<file path="src/rtl/partition_sweep_ctrl.sv">
// Purpose: exhaustive on-chip sweep of one partition pair, accumulating exact-vs-approx error metrics.
// Latency: each pattern is held SETTLE+1 cycles; a sweep takes 2^IN_W*(SETTLE+1) busy cycles plus one done cycle.
// Backpressure: none; start is taken only in IDLE, and abort returns to IDLE at once, keeping partial metrics.
module partition_sweep_ctrl #(
    parameter int IN_W   = 7,
    parameter int OUT_W  = 4,
    parameter int SETTLE = 1
) (
    input  logic                            clk,
    input  logic                            rst_n,
    input  logic                            start,
    input  logic                            abort,
    output logic [IN_W-1:0]                 pi,
    input  logic [OUT_W-1:0]                po_exact,
    input  logic [OUT_W-1:0]                po_approx,
    output logic                            busy,
    output logic                            done,
    output logic [IN_W:0]                   err_count,
    output logic [IN_W+$clog2(OUT_W):0]     hd_sum,
    output logic [OUT_W-1:0]                max_err
);

    localparam int EC_W  = IN_W + 1;
    localparam int HD_W  = IN_W + $clog2(OUT_W) + 1;
    localparam int PC_W  = $clog2(OUT_W + 1);
    localparam int CNT_W = (SETTLE > 0) ? $clog2(SETTLE + 1) : 1;

    localparam logic [1:0] S_IDLE   = 2'd0;
    localparam logic [1:0] S_HOLD   = 2'd1;
    localparam logic [1:0] S_SAMPLE = 2'd2;
    localparam logic [1:0] S_FIN    = 2'd3;

    // With no settle time the sweep never visits HOLD.
    localparam logic [1:0]       S_NEXT   = (SETTLE == 0) ? S_SAMPLE : S_HOLD;
    localparam logic [CNT_W-1:0] CNT_LOAD = CNT_W'(SETTLE);
    localparam logic [CNT_W-1:0] CNT_ONE  = CNT_W'(1);

    logic [1:0]       state;
    logic [CNT_W-1:0] settle_cnt;

    logic [OUT_W-1:0] diff_x;
    logic [PC_W-1:0]  diff_pop;
    logic [OUT_W:0]   diff_s;
    logic [OUT_W:0]   diff_neg;
    logic [OUT_W-1:0] diff_mag;
    logic             mism;

    // Per-pattern comparison: popcount of the xor and unsigned magnitude of the difference.
    always_comb begin
        diff_x   = po_exact ^ po_approx;
        diff_pop = '0;
        for (int i = 0; i < OUT_W; i++) begin
            diff_pop = diff_pop + PC_W'(diff_x[i]);
        end
        diff_s   = {1'b0, po_exact} - {1'b0, po_approx};
        diff_neg = '0 - diff_s;
        diff_mag = diff_s[OUT_W] ? diff_neg[OUT_W-1:0] : diff_s[OUT_W-1:0];
        mism     = |diff_x;
    end

    // Sweep sequencer: pattern counter, settle counter, status flags and metric accumulators.
    always_ff @(posedge clk or negedge rst_n) begin
        if (!rst_n) begin
            state      <= S_IDLE;
            pi         <= '0;
            settle_cnt <= '0;
            busy       <= 1'b0;
            done       <= 1'b0;
            err_count  <= '0;
            hd_sum     <= '0;
            max_err    <= '0;
        end else begin
            done <= 1'b0;
            case (state)
                S_IDLE: begin
                    // abort has priority over a simultaneous start
                    if (start && !abort) begin
                        err_count  <= '0;
                        hd_sum     <= '0;
                        max_err    <= '0;
                        pi         <= '0;
                        settle_cnt <= CNT_LOAD;
                        busy       <= 1'b1;
                        state      <= S_NEXT;
                    end
                end
                S_HOLD: begin
                    if (abort) begin
                        busy  <= 1'b0;
                        state <= S_IDLE;
                    end else begin
                        settle_cnt <= settle_cnt - CNT_ONE;
                        if (settle_cnt == CNT_ONE) begin
                            state <= S_SAMPLE;
                        end
                    end
                end
                S_SAMPLE: begin
                    // an abort on the sampling edge discards this pattern
                    if (abort) begin
                        busy  <= 1'b0;
                        state <= S_IDLE;
                    end else begin
                        err_count <= err_count + EC_W'(mism);
                        hd_sum    <= hd_sum + HD_W'(diff_pop);
                        if (diff_mag > max_err) begin
                            max_err <= diff_mag;
                        end
                        if (&pi) begin
                            busy  <= 1'b0;
                            done  <= 1'b1;
                            state <= S_FIN;
                        end else begin
                            pi         <= pi + IN_W'(1);
                            settle_cnt <= CNT_LOAD;
                            state      <= S_NEXT;
                        end
                    end
                end
                S_FIN: begin
                    state <= S_IDLE;
                end
                default: begin
                    state <= S_IDLE;
                end
            endcase
        end
    end

endmodule
</file>
<file path="config.mk">
export PLATFORM = sky130hd
export DESIGN_NAME = partition_sweep_ctrl
export DESIGN_NICKNAME = d
export VERILOG_FILES = /design/src/rtl/partition_sweep_ctrl.sv
export SDC_FILE = /design/constraint.sdc
export NUM_CORES = 1
export LEC_CHECK = 0
export ABC_AREA = 1
export CORE_UTILIZATION = 58
export CTS_BUF_LIST = sky130_fd_sc_hd__clkbuf_2 sky130_fd_sc_hd__clkbuf_4 sky130_fd_sc_hd__clkbuf_8
export CTS_CLUSTER_SIZE = 12
export DETAILED_ROUTE_END_ITERATION = 10
export PLACE_DENSITY = 0.86
export SLEW_MARGIN = 30
export SYNTH_ARGS = -nofsm -noshare
export SYNTH_HDL_FRONTEND = slang
export SYNTH_SLANG_ARGS = --single-unit
</file>
<file path="constraint.sdc">
create_clock -name clk -period 5.5 [get_ports clk]
set_input_delay 1.375 -clock clk [delete_from_list [all_inputs] [get_ports clk]]
set_output_delay 1.375 -clock clk [all_outputs]
set_load 0.005 [all_outputs]
</file>
# Word-level counts from Yosys, hierarchy flattened

Cells that the tools add are included.

Register bits: 34
Input bits: 12
Output and inout port bits: 31
Word-level logic and storage cells: 76

Add/subtract/negate cells: 9
Magnitude comparators: 1
Eq/ne operators: 11
Mux-type cells: 33
Bitwise gates (word level): 1
Reduce and logical (&&, ||, !) cells: 13

Operators with widths:

| kind                  | number |
|---|---|
| $mux W7               | 3 |
| $mux W10              | 2 |
| $pmux W10 S2          | 1 |
| $mux W4               | 4 |
| $mux W8               | 2 |
| $pmux W8 S2           | 1 |
| $pmux W7 S2           | 1 |
| $ne A2 B2 Y1 const B  | 6 |
| $reduce_and A4 Y1     | 3 |
| $add A10 B3 Y10       | 1 |
| $mux W1               | 10 |
| $mux W2               | 5 |
| $add A8 B1 Y8         | 1 |
| $pmux W2 S4           | 1 |
| $pmux W4 S2           | 1 |
| $add A7 B1 Y7 const B | 1 |
| $reduce_and A7 Y1     | 1 |
| $ne A3 B3 Y1 const B  | 2 |
| $pmux W1 S3           | 2 |
| $reduce_and A5 Y1     | 1 |
| $sub A4 B4 Y5         | 1 |
| $eq A2 B2 Y1 const B  | 2 |
| $gt A4 B4 Y1          | 1 |
| $reduce_or A4 Y1      | 1 |
| 14 further kinds      | 14 |

# Depth between registers and ports, before layout

Depth in word-level cells: 7
Depth in mapped cells: 21
Depth with buffers taken out: 21

# Worst setup path after synthesis

Ideal clock, no wire load.

Kind: input -> register
From: in po_approx[2]
To: reg hd_sum[4]
Setup time: 95 ps
Arrival: 3517 ps
Required time: 5405 ps
Setup slack: 1887 ps
Stages: 10
Path buffers: 0
Cells stage by stage: inv_1 -> ha_1 -> fa_1 -> inv_1 -> fa_1 -> fa_1 -> inv_1 -> nor2_1 -> xnor2_1 -> o31ai_1

Longest elaborated chain between the ends: 6

Ends and longest elaborated chain:

| what                 | line | source |
|---|---|---|
| from (decl)          | 15   | `input logic [OUT_W-1:0] po_approx,` |
| $xor A4 B4 Y4        | 50   | `diff_x = po_exact ^ po_approx;` |
| $add A2 B1 Y3        | 53   | `diff_pop = diff_pop + PC_W'(diff_x[i]);` |
| $add A3 B1 Y3        | 53   |  |
| $add A10 B3 Y10      | 105  | `hd_sum <= hd_sum + HD_W'(diff_pop);` |
| $mux W10             | 100  | `if (abort) begin` |
| $pmux W10 S2         | 74   | `case (state)` |
| to (signal assigned) | 105  |  |
| to (decl)            | 19   | `output logic [IN_W+$clog2(OUT_W):0] hd_sum,` |

No other way between the ends. The select of a mux whose other input is x is not followed.
A chain may end at the register's enable or synchronous reset.

# Final worst setup path

From: in po_approx[2]
To: reg hd_sum[8]

The elaborated chain is that of the path after synthesis.

==> results.md <==
* Largest net degree at the start of global routing at 35
* # resized after CTS at 0
* CP Capture Type: register
* Worst endpoint data arrival time at 4070 ps
* Remaining antenna violation count at 0
* Commonest non-fill, non-tap cell in the layout: nand2_1
* Power per Cell Area at 337 nW/um^2
* Clock buffer depth at 2
* Vias post-DR at 2136
* Crit start category: input pin
* Critical Path RT at 5680 ps
* CTS root buf: clkbuf_8
* Worst-path clk slew at 70 ps
* #FFs+latches synth at 34
* Crit path time final at 3890 ps
* Status: complete, no violations
* Syn_nets at 346
* Initial core utilization at 62.1%
* Crit Reg-Reg Startpoint: state[0]
* Total power at 0.963 mW
* Setup-failing EPs final at 0
* Dpl cells at 399
* Max-slew headroom at 47.9%
* Syn_area_per_cell at 7.43 sq um
* Detailed-route DRC error count at 0
* Hold Slack at 508 ps
* Pre-CTS WS at 1300 ps
* Fin cells at 407
* Total number of H-tree levels at 2
* Flop-to-flop setup slack at 3090 ps
* CTS Hold Bufs at 0
* Final wirelength at 5.08 mm
* Later-pin clock latency in the skew report at 290 ps
* Hold EP: busy
* Row cnt at 22
* PnR worst setup slack at 1610 ps
* Reg2reg end: pi[2]
* Layout cells sized above 1 at 5.85%
* Hold WC Path Type: register to register
* Cell variety after synth at 28
* Util after Layout at 76.4%
* Cells after Synth at 313
* 1st-iter DRT viols at 185
* Fin. Hold Viols at 0
* Die Area at 4270 sq um
* Via density at 5.25
* Worst Path Max Fanout at 7
* Area of the core at 3740 sq um
* Gr usage total at 27.3%
* First-pass GRT wire length at 8.84 mm
* Static Leak at 1.44 nW
* Setup Skew at 5.49 ps
* Diode count at 0
* Worst Tran Pin Value at 781 ps
* Ports at 43
* Peak supply drop at 0.303 mV
* Dpl hpwl at 3.64 mm
* Design Area, Final at 2860 sq um
* GPL Wtd Cong at 0.814
* Peak Freq at 257 MHz
* Reg2reg path depth at 9
* Clock sinks at 34
* WL/cell at 12.5 microns
* Global route total overflow at 0
* Layout Nets at 391
* RSZ-0062 raised after global routing: false
* Die height at 65.3 microns
* Drt pass-1 iters at 4
* Number of global-route vias before repair at 2020
* IO buf count at 42
* # Max-Cap Violations at 0
* Most frequent cells in the layout: nand2_1, inv_1, clkdlybuf4s50_1
* Setup_tns at 0 ps
* Ys Warns at 0
* Seq/Total Area, Yosys at 36.6%
* Hold path depth at 2
* Dpl cell area at 2760 sq um
* Mapped Area at 2330 sq um
* Max-slew violation count at 0
* Crit Path Category: input pin to register
* CTS tree: built
* Layout area overhead at 22.9%
* Die X at 65.3 microns
* Inserted Clock Buffers at 5
* Final Cycle Share at 70.8%
* Initial antenna violation count at 0
* Worst hold start: busy
* Post-CTS Setup Inserts at 0
## cells in the mapped netlist
cell type	count	area, sq um
nand3_1	24	120
o211ai_1	1	7.51
buf_8	2	30.0
nor3_1	6	30.0
xnor2_1	2	17.5
a21oi_1	9	45.0
inv_2	2	7.51
buf_6	1	11.3
or2_2	1	6.26
nand2_2	4	25.0
nand3b_1	1	7.51
nor2_1	19	71.3
inv_4	2	12.5
a21oi_2	2	17.5
nand2_1	85	319
inv_1	52	195
fa_1	4	80.1
xor2_1	2	17.5
ha_1	17	213
clkbuf_1	1	3.75
buf_2	1	5.00
o31ai_1	1	7.51
dfrtp_1	34	851
nand4_1	13	81.3
o21ai_1	7	35.0
o21bai_1	1	7.51
o21ai_0	18	90.1
nand2_4	1	11.3
## cells by family (layout without fill, tap and decap cells)
kind of cell	Yosys count	in the layout	share of synthesized area (%)
compound gates	39	39	9.04
xor+xnor	4	4	1.51
fa+ha+maj	21	21	12.6
buf+inv	61	107	11.4
flops	34	34	36.6
simple gates	154	154	28.9
## flip-flops by register name, summed over array words and instances, names as in the netlist
name and count:
err_count 8, hd_sum 10, settle_cnt 1, busy 1, pi 7, max_err 4, state 2, done 1
## where the power goes
group,total [mW],leakage (nW),switching (mW),internal [mW]
Combinational,0.442,0.919,0.283,0.159
Sequential,0.320,0.466,0.0334,0.286
Clock,0.201,0.0517,0.0955,0.106
Total,0.963,1.44,0.412,0.551
## layer usage
metal  global-route usage, %  part of all wire, %
met5                       0                    0
met2                    46.5                   49
met3                    6.08                  4.0
met4                    8.97                  1.2
met1                    33.9                   46
## worst max-delay path, cell delays in order
cell and delay [ps]:
clkdlybuf4s50_1 450, inv_1 40, ha_1 360, fa_1 530
inv_1 50, fa_1 390, fa_1 420, inv_1 90
nor2_1 70, nand3_1 70, nand2_1 60, nand4_1 70
o21ai_1 90
## layout make-up
class / count / area, sq um
clock buffers: 7 / 90.1
fillers: 317 / 885
inverters: 56 / 215
multi-input cells: 218 / 1210
clock inverters: 1 / 5.00
flip-flops and latches: 34 / 851
repair buffers: 43 / 428
well taps: 48 / 60.1
## worst max-delay path by stage
stage / from / endpoint / slack [ps] / cells after the start
2_1_floorplan: po_approx[2] / hd_sum[4] / 1890 / 10
3_3_place_gp: po_approx[2] / hd_sum[4] / 1350 / 11
3_5_place_dp: po_approx[2] / hd_sum[4] / 1300 / 11
4_1_cts: po_approx[2] / hd_sum[4] / 1600 / 11
5_1_grt: po_exact[0] / max_err[1] / 1390 / 19
6_report: po_approx[2] / hd_sum[8] / 1610 / 13
(Power assumes the default switching activity.)
